## config.mk

```make
export PLATFORM = sky130hd
export DESIGN_NAME = multi_vector_sequencer
export DESIGN_NICKNAME = d
export VERILOG_FILES = /design/src/rtl/sequencer_pkg.sv /design/src/rtl/hold_counter.sv /design/src/rtl/multi_vector_sequencer.sv
export SDC_FILE = /design/constraint.sdc
export NUM_CORES = 1
export LEC_CHECK = 0
export BUFFER_PORTS_ARGS = -buffer_cell sky130_fd_sc_hd__buf_2
export CAP_MARGIN = 20
export CORE_MARGIN = 4
export CORE_UTILIZATION = 49
export CTS_CLUSTER_SIZE = 24
export DETAILED_ROUTE_END_ITERATION = 8
export PLACE_DENSITY = 0.74
export SYNTH_ARGS = -nofsm -noshare
export SYNTH_HDL_FRONTEND = slang
export SYNTH_SLANG_ARGS = --single-unit
export TNS_END_PERCENT = 1
```

## constraint.sdc

```tcl
create_clock -name clk -period 2.1 [get_ports clk]
set_clock_uncertainty 0.15 [all_clocks]
set_input_delay 0.63 -clock clk [delete_from_list [all_inputs] [get_ports clk]]
set_output_delay 0.63 -clock clk [all_outputs]
set_load 0.1 [all_outputs]
```

## src/rtl/sequencer_pkg.sv

```systemverilog
// Shared types and constants for the exhaustive stimulus sequencer.
package sequencer_pkg;

  typedef enum logic [1:0] {
    IDLE  = 2'd0,
    APPLY = 2'd1,
    DONE  = 2'd2
  } state_t;

  localparam int unsigned ERR_W = 16;
  localparam logic [ERR_W-1:0] ERR_MAX = 16'hFFFF;

  // Saturating increment so a long failing sweep never wraps the error count.
  function automatic logic [ERR_W-1:0] err_inc(input logic [ERR_W-1:0] v);
    return (v == ERR_MAX) ? v : v + 1'b1;
  endfunction

endpackage

```

## src/rtl/hold_counter.sv

```systemverilog
// Per-vector hold timer: counts 0..HOLD-1, flags the first and last cycle.
module hold_counter #(
  parameter int unsigned HOLD = 20
) (
  input  logic clk,
  input  logic rst_n,
  input  logic clear,
  input  logic enable,
  output logic first,
  output logic last
);

  localparam int unsigned CW = (HOLD > 1) ? $clog2(HOLD) : 1;
  localparam logic [CW-1:0] LAST_VAL = CW'(HOLD - 1);

  logic [CW-1:0] cnt;

  assign first = (cnt == '0);
  assign last  = (cnt == LAST_VAL);

  always_ff @(posedge clk or negedge rst_n) begin
    if (!rst_n) begin
      cnt <= '0;
    end else if (clear) begin
      cnt <= '0;
    end else if (enable) begin
      cnt <= last ? '0 : cnt + 1'b1;
    end
  end

endmodule

```

## src/rtl/multi_vector_sequencer.sv

```systemverilog
// Sweeps every WIDTH-bit vector, holds each HOLD cycles and checks the DUT
// response against the golden model on the last hold cycle.
//
//   state | meaning
//   IDLE  | waiting for start, vector parked at 0
//   APPLY | driving vectors, comparing at end of each hold
//   DONE  | sweep finished without abort, last vector held
module multi_vector_sequencer
  import sequencer_pkg::*;
#(
  parameter int unsigned WIDTH = 2,
  parameter int unsigned OUT_W = 2,
  parameter int unsigned HOLD  = 20
) (
  input  logic             clk,
  input  logic             rst_n,
  input  logic             start,
  input  logic             abort,
  input  logic [OUT_W-1:0] dut_out,
  input  logic [OUT_W-1:0] expected,
  output logic [WIDTH-1:0] vector,
  output logic             vec_strobe,
  output logic             busy,
  output logic             done,
  output logic             fail,
  output logic [ERR_W-1:0] err_count
);

  localparam logic [WIDTH-1:0] VEC_LAST = '1;

  state_t state, state_nxt;
  logic   hold_first, hold_last;
  logic   start_ok, abort_ok, compare_en, last_vec, mismatch;

  assign start_ok   = (state != APPLY) && start;
  assign abort_ok   = (state == APPLY) && abort;
  assign compare_en = (state == APPLY) && !abort && hold_last;
  assign last_vec   = (vector == VEC_LAST);
  assign mismatch   = (dut_out != expected);

  assign busy       = (state == APPLY);
  assign done       = (state == DONE);
  assign vec_strobe = busy && hold_first;

  hold_counter #(.HOLD(HOLD)) u_hold (
    .clk    (clk),
    .rst_n  (rst_n),
    .clear  (start_ok || abort_ok),
    .enable ((state == APPLY) && !abort),
    .first  (hold_first),
    .last   (hold_last)
  );

  always_comb begin
    state_nxt = state;
    case (state)
      IDLE, DONE: if (start) state_nxt = APPLY;
      APPLY: begin
        if (abort)                       state_nxt = IDLE;
        else if (compare_en && last_vec) state_nxt = DONE;
      end
      default: state_nxt = IDLE;
    endcase
  end

  always_ff @(posedge clk or negedge rst_n) begin
    if (!rst_n) begin
      state     <= IDLE;
      vector    <= '0;
      fail      <= 1'b0;
      err_count <= '0;
    end else begin
      state <= state_nxt;
      if (start_ok) begin
        vector    <= '0;
        fail      <= 1'b0;
        err_count <= '0;
      end else if (abort_ok) begin
        vector <= '0;
      end else if (compare_en) begin
        // Last vector is held through DONE rather than wrapping to 0.
        if (!last_vec) vector <= vector + 1'b1;
        if (mismatch) begin
          err_count <= err_inc(err_count);
          fail      <= 1'b1;
        end
      end
    end
  end

endmodule

```

==> summary.txt, run 1 <==
STA
  • Count of pins over their slew limit: 0
  • Period minus WS final: between 2 and 2.5 ns
  • Setup WS post-layout: -0.242 ns
  • Final hold violations: 0
  • Slew margin rel.: 55.7%
  • Final period utilization: 112%
  • Setup TNS: -0.467 ns
  • Maximum clock rate: 0.427 GHz
  • Fin Hold WS: between 0.1 and 0.15 ns
  • Worst Tran Pin Value: approximately 0.66 ns
  • RSZ-0062 raised after global routing: yes
  • Setup Viol. Count Final: 4

Route
  • DRT antenna net count: 0
  • DRT iter0 DRCs: 86
  • DRC viols: 0
  • DRT Pass-1 Iters: 4
  • Post-Route WL: between 3000 and 4000 um
  • Routed len/inst: roughly 15 um
  • Via count: roughly 1500
  • Vias per cell: around 6

Placed design
  • DP Wirelength: ~2800 um
  • Port bufs: 29
  • Worst slack, placed: -0.226 ns
  • Post-place instance area: approximately 1900 sq um
  • RePlAce Congestion: between 0.9 and 1

Synthesis
  • Leading post-synthesis cells by cell area: dfrtp_1 42%, o31ai_1 4.3%, or4_1 4.3%
  • Synth Area per Inst: ~9.4 sq um
  • Mapped Nets: approximately 180
  • Yosys Warn Count: 0
  • Dominant synthesized flop cell: dfrtp_1
  • Register area share after synthesis: 41.8%
  • Top-area cell type share of the netlist area: 41.8%
  • Post-synth EDFFs: 0
  • Synth Register Bits: 26
  • Synth Instances: around 170
  • Yosys top cell by area: dfrtp_1
  • Synth cell types: 38
  • Mapped cell area: about 1600 sq um
  • Post-synth ARST share: 100%

Final layout
  • Share of cells above drive strength 1: between 30% and 40%
  • Area growth syn-to-layout: 29.1%
  • Ant. Diodes: 0
  • Fin nets: roughly 220
  • Most frequent cells in the layout: 24 x dfrtp_1, 21 x buf_2, 18 x buf_4
  • Design Area, Final: 2010 sq um
  • FILL cells: between 200 and 300
  • Leading cell type in the layout, fill and taps excluded: dfrtp_1

Setup path
  • Crit Path Class: flip-flop to output port
  • CP max stage delay: between 0.4 and 0.5 ns
  • Worst setup SP type: flip-flop
  • Critical path peak fanout: 4
  • CP endpoint kind: output port
  • Worst flop-to-flop path startpoint: u_hold.cnt[1]
  • Crit path DAT: between 1.5 and 2 ns
  • RR Endpoint: err_count[13]
  • Worst R2R Path Depth: 7
  • Register-to-register path setup slack: -0.04 ns
  • Req. time, crit path: 1.32 ns
  • Worst Path Buf+Inv: 3
  • Slowest cell on crit path: dfrtp_1
  • Worst-path cell chain: buf_4 -> inv_1 -> ha_1 -> nand2b_1 -> nor4_4 -> buf_12
  • Cell family with most CP delay: buffers and inverters

Die
  • Ports: 30
  • DIE HEIGHT: 64.3 um
  • Row cnt: 20
  • Die width: ~64 um
  • Initial Utilization: 50.9%
  • Die ar.: between 4000 and 5000 sq um
  • Core area: 3050 sq um

Global route
  • Via count of the first global-routing pass: roughly 1500
  • Total track usage: roughly a fifth
  • First-pass GRT wire length: approximately 6700 um
  • Largest net degree at the start of global routing: 27
  • Total gr overflow: 0
  • Initial antenna violation count: 0

Status
  • Run status: finished, violations left
  • Failing checks: negative setup slack

Job
  • Max-cap violations: 0

Clock tree
  • Cts hold-fix bufs: 0
  • Bufs on Longest Clock Path: 2
  • Post-CTS setup buffers: 0
  • Num CTS Buffers: 3
  • Clk Tree Root Cell: clkbuf_4
  • Clk_lat worst skew: between 0.3 and 0.4 ns
  • CTS clk-pin slew, worst paths: between 0.1 and 0.15 ns
  • CTS tree: built
  • Sink Count: 26
  • Htree depth: 1

Power and ir drop
  • Static leakage: a little under 0.9 nW
  • Pwr Density: 472 nW/um^2
  • Peak supply drop: 0.376 mV

Worst hold path
  • Hold Crit Class: input pin to asynchronous set/reset pin
==> cell families (layout without fill, tap and decap cells) <==
group / count (synthesis) / in the layout / share of synthesized area, %
AOI/OAI and AO/OA: 44 / 44 / 19.4
xor gates and xnor gates: 3 / 3 / 1.69
adders and majority gates: 4 / 4 / 3.22
buffers and inverters: 14 / 58 / 4.26
DFF: 26 / 26 / 41.8
muxes: 5 / 5 / 3.22
and+or+nand+nor: 69 / 69 / 26.4
==> per-stage QoR <==
step           total power, mW  std cells  util [%]
5_1_grt                   1.00        253      65.8
3_3_place_gp             0.728        249      62.7
3_5_place_dp             0.735        249      62.7
2_1_floorplan            0.650        165         -
6_report                 0.948        253      65.8
4_1_cts                  0.952        253      64.1
==> state kept, by name, indices dropped and copies added, names as in the netlist <==
register,cells
err_count,16
u_hold.cnt,5
state,2
vector,2
fail,1
==> layout make-up <==
| cell class | count | area, sq um | area share, % |
|---|---|---|---|
| Tap cell | 44 | 55.1 | 2.74 |
| Multi-Input combinational cell | 125 | 910 | 45.3 |
| Inverter | 7 | 26.3 | 1.31 |
| Sequential cell | 26 | 653 | 32.5 |
| Timing Repair Buffer | 47 | 338 | 16.8 |
| Clock buffer | 4 | 26.3 | 1.31 |
==> synthesized netlist by cell type (2+ instances only) <==
| master | n |
|---|---|
| nor4_1 | 3 |
| nand2_1 | 16 |
| buf_2 | 2 |
| nand3_1 | 8 |
| clkbuf_1 | 2 |
| o31ai_1 | 9 |
| and4_1 | 3 |
| mux2i_1 | 5 |
| nor2b_1 | 2 |
| o41ai_1 | 3 |
| dfrtp_1 | 26 |
| or4_1 | 9 |
| nor2_1 | 10 |
| nand2b_1 | 6 |
| xor2_1 | 3 |
| o21ai_0 | 10 |
| inv_1 | 7 |
| ha_1 | 4 |
| a21oi_1 | 12 |
| nand4_1 | 4 |
| a211oi_1 | 4 |
==> worst max-delay path by stage <==
stage	slack, ns	cells past startpoint	start	to
after global placement	-0.15	7	u_hold.cnt[1]	err_count[13]
after global routing	-0.35	6	u_hold.cnt[0]	vec_strobe
after CTS	-0.26	6	u_hold.cnt[0]	vec_strobe
after floorplan	-0.47	4	err_count[2]	err_count[6]
after detailed placement	-0.23	7	u_hold.cnt[0]	err_count[13]
final	-0.24	6	u_hold.cnt[0]	vec_strobe
==> what timing repair did <==
item | CTS | global route
hold endpoints to repair | 0 | 0
endpoints found under the setup margin | 18 | 19
gates resized for setup | 3 | 12
pin swaps | 1 | 0
==> per-layer routing <==
layer  global-route usage [%]  vias up  part of all wire, %
met5                        0        -                    0
met4                     7.12        0                  2.2
met3                     3.51        9                  4.3
met2                     35.1       43                   51
met1                     25.3      731                   43
li1                         -      714                    -
==> report_power, final <==
part           internal (mW)  total, mW  switching, mW  leakage (nW)
Sequential             0.509      0.516        0.00724         0.357
Combinational         0.0734      0.211          0.137         0.516
Clock                 0.0745      0.221          0.146        0.0150
Note: power is estimated with default switching activity, not from simulation.
==> run 2, diff against run 1 <==
- ABC_AREA: default -> 1
- CORE_ASPECT_RATIO: default -> 0.7
- CORE_UTILIZATION: 49 -> 55
- PLACE_DENSITY: 0.74 -> 0.78
- clock period: 2.1 -> 2.6 ns (I/O delays scaled with it)
==> summary.txt, run 2 <==
Status
  • Run status: finished clean

Setup path
  • RR Endpoint: err_count[7]
  • CP max stage delay: 0.45 ns (+0.04 ns)
  • CP endpoint kind: output port
  • Worst-path cell chain: inv_1 -> nand2_1 -> nor3_4 -> buf_2
  • Req. time, crit path: 1.67 ns (+0.35 ns)
  • Worst R2R Path Depth: 10 (+3)
  • Crit path DAT: 1.54 ns (-0.02 ns)
  • Register-to-register path setup slack: 0.54 ns (+0.58 ns)
  • Slowest cell on crit path: dfrtp_1
  • Worst setup SP type: flip-flop
  • Critical path peak fanout: 3 (-1)
  • Worst flop-to-flop path startpoint: err_count[1]
  • Crit Path Class: flip-flop to output port

STA
  • Slew margin rel.: 61.7% (+6.0 points)
  • Final period utilization: 95.0%
  • RSZ-0062 raised after global routing: no
  • Maximum clock rate: approximately 0.4 GHz
  • Worst Tran Pin Value: 0.574 ns (-0.0844 ns)
  • Setup Viol. Count Final: 0 (-4)
  • Final hold violations: 0 (unchanged)
  • Count of pins over their slew limit: 0 (unchanged)
  • Period minus WS final: 2.47 ns

Route
  • DRT antenna net count: 0 (unchanged)
  • DRT Pass-1 Iters: 5 (+1)
  • Via count: 1541 (+2.9%)
  • DRT iter0 DRCs: 140 (+63%)
  • DRC viols: 0 (unchanged)
  • Vias per cell: 5.15 (-13%)
  • Routed len/inst: 11.6 um (-24%)
  • Post-Route WL: 3470 um (-11%)

Synthesis
  • Top-area cell type share of the netlist area: 38.4% (-3.4 points)
  • Register area share after synthesis: 38.4% (-3.4 points)
  • Synth cell types: 27 (-29%)
  • Post-synth EDFFs: 0 (unchanged)
  • Mapped cell area: 1690 sq um (+8.8%)
  • Most instantiated cells after synthesis: 72 x nand2_1, 27 x nor2_1, 26 x dfrtp_1, 26 x inv_1, 18 x nand3_1
  • Synth Register Bits: 26 (unchanged)
  • Post-synth ARST share: 100% (unchanged)
  • Yosys Warn Count: 0 (unchanged)
  • Synth Area per Inst: 7.30 sq um (-23%)
  • Dominant synthesized flop cell: dfrtp_1
  • Mapped Nets: 244 (+38%)
  • Count leader, synth: nand2_1
  • Leading post-synthesis cells by cell area: dfrtp_1 38%, nand2_1 16%, o21ai_2 6.7%
  • Yosys top cell by area: dfrtp_1
  • Synth Instances: 232 (+41%)

Global route
  • Largest net degree at the start of global routing: 27 (unchanged)
  • Grt met3 use: 3.85% (+0.34 points)
  • Via count of the first global-routing pass: 1283 (-13%)
  • M1 GR Usage: 29.0% (+3.8 points)
  • Total gr overflow: 0 (unchanged)
  • First-pass GRT wire length: 5870 um (-12%)
  • Initial antenna violation count: 0 (unchanged)
  • M2 GR Usage: 28.4% (-6.7 points)
  • Total track usage: 19.0% (-1.3 points)
  • Global routing's busiest layer: met1

Die
  • Row cnt: 16 (-20%)
  • Core area: 2860 sq um (-6.2%)
  • Die ar.: 4040 sq um (-2.3%)
  • Initial Utilization: 59.1% (+8.2 points)
  • DIE HEIGHT: 54.4 um (-15%)
  • Die width: 74.3 um (+16%)
  • Ports: 30 (unchanged)

Job
  • Max-cap violations: 0 (unchanged)

Clock tree
  • Sink Count: 26 (unchanged)
  • Clk_lat worst skew: 0.27 ns (-0.06 ns)
  • Post-CTS setup buffers: 0 (unchanged)
  • CTS clk-pin slew, worst paths: 0.09 ns (-0.05 ns)
  • Cts hold-fix bufs: 0 (unchanged)
  • Bufs on Longest Clock Path: 2 (unchanged)
  • Post-CTS resize count: 0 (-3)
  • Htree depth: 1 (unchanged)
  • Clk Tree Root Cell: clkbuf_8
  • CTS tree: built
  • Num CTS Buffers: 3 (unchanged)

Power and ir drop
  • Static leakage: 0.972 nW (+9.5%)
  • Peak supply drop: 1.07 mV (+190%)
  • Pwr Density: 823 nW/um^2 (+75%)
  • Power Total: 1.61 mW (+70%)

Final layout
  • Ant. Diodes: 0 (unchanged)
  • Reg with most FFs: err_count
  • Area growth syn-to-layout: 15.4%
  • Post-layout util: 68.3% (+2.5 points)
  • Top flop regs: err_count x16, u_hold.cnt x5
  • Max reg flops: 16 (unchanged)
  • Most frequent cells in the layout: 72 x nand2_1, 29 x buf_2, 27 x nor2_1
  • Leading cell type in the layout, fill and taps excluded: nand2_1
  • Fin nets: 276 (+24%)
  • Share of cells above drive strength 1: 23.2% (-7.4 points)

Placed design
  • Port bufs: 29 (unchanged)
  • RePlAce Congestion: 0.890 (-2.3%)
  • DP Wirelength: 2690 um (-5.0%)

Worst hold path
  • Hold Crit Class: input pin to asynchronous set/reset pin
run 2: stage by stage:
stage | hold slack, ns | TNS (ns) | setup WS [ns] | area (sq um) | instances
3_5_place_dp | 0.347 | 0 | 0.415 | 1880 | 295
6_report | 0.343 | 0 | 0.131 | 1950 | 299
4_1_cts | 0.359 | 0 | 0.119 | 1950 | 299
5_1_grt | 0.385 | 0 | 0.00486 | 1950 | 299
3_3_place_gp | 0.345 | 0 | 0.436 | 1880 | 295
2_1_floorplan | 0.334 | -0.0903 | -0.0903 | 1700 | 232
run 2: final cells by class:
class	count	area, sq um
flip-flops and latches	26	651
inverters	28	108
fillers	245	908
clock inverters	1	30.0
multi-input cells	174	907
repair buffers	31	173
clock buffers	3	41.3
well taps	36	45.0
run 2: critical path: cells and delay by family, from the launching register on:
family	cells	cell delay, ns
and+or+nand+nor	2	0.27
DFF	1	0.45
buffers and inverters	2	0.55
run 2: power breakdown:
| group | internal (mW) | switching (mW) |
|---|---|---|
| sequential | 0.451 | 0.0598 |
| clock | 0.206 | 0.130 |
| combinational | 0.163 | 0.598 |
| total | 0.821 | 0.788 |
run 2: worst max path at each step:
stage / from / endpoint / slack, ns / depth (start not counted)
CTS: state[1] / vec_strobe / 0.12 / 4
finish: state[1] / vec_strobe / 0.13 / 4
detailed placement: abort / err_count[7] / 0.41 / 10
global placement: state[1] / vec_strobe / 0.44 / 4
floorplan: state[1] / done / -0.09 / 2
global route: state[1] / vec_strobe / 0.005 / 4
run 2: kinds of logic (layout without fill, tap and decap cells):
family / Yosys count / in the layout / synth area share (%)
AOI/OAI and AO/OA: 34 / 34 / 13.5
xor gates and xnor gates: 4 / 4 / 2.07
adders and majority gates: 4 / 4 / 2.96
buffers and inverters: 32 / 63 / 8.65
DFF: 26 / 26 / 38.4
and+or+nand+nor: 132 / 132 / 34.4
run 2: routing by layer:
layer / up-vias / part of all wire (%)
li1: 799 / -
met1: 691 / 52
met2: 47 / 40
met3: 4 / 7.9
met4: 0 / 0.72
met5: - / 0
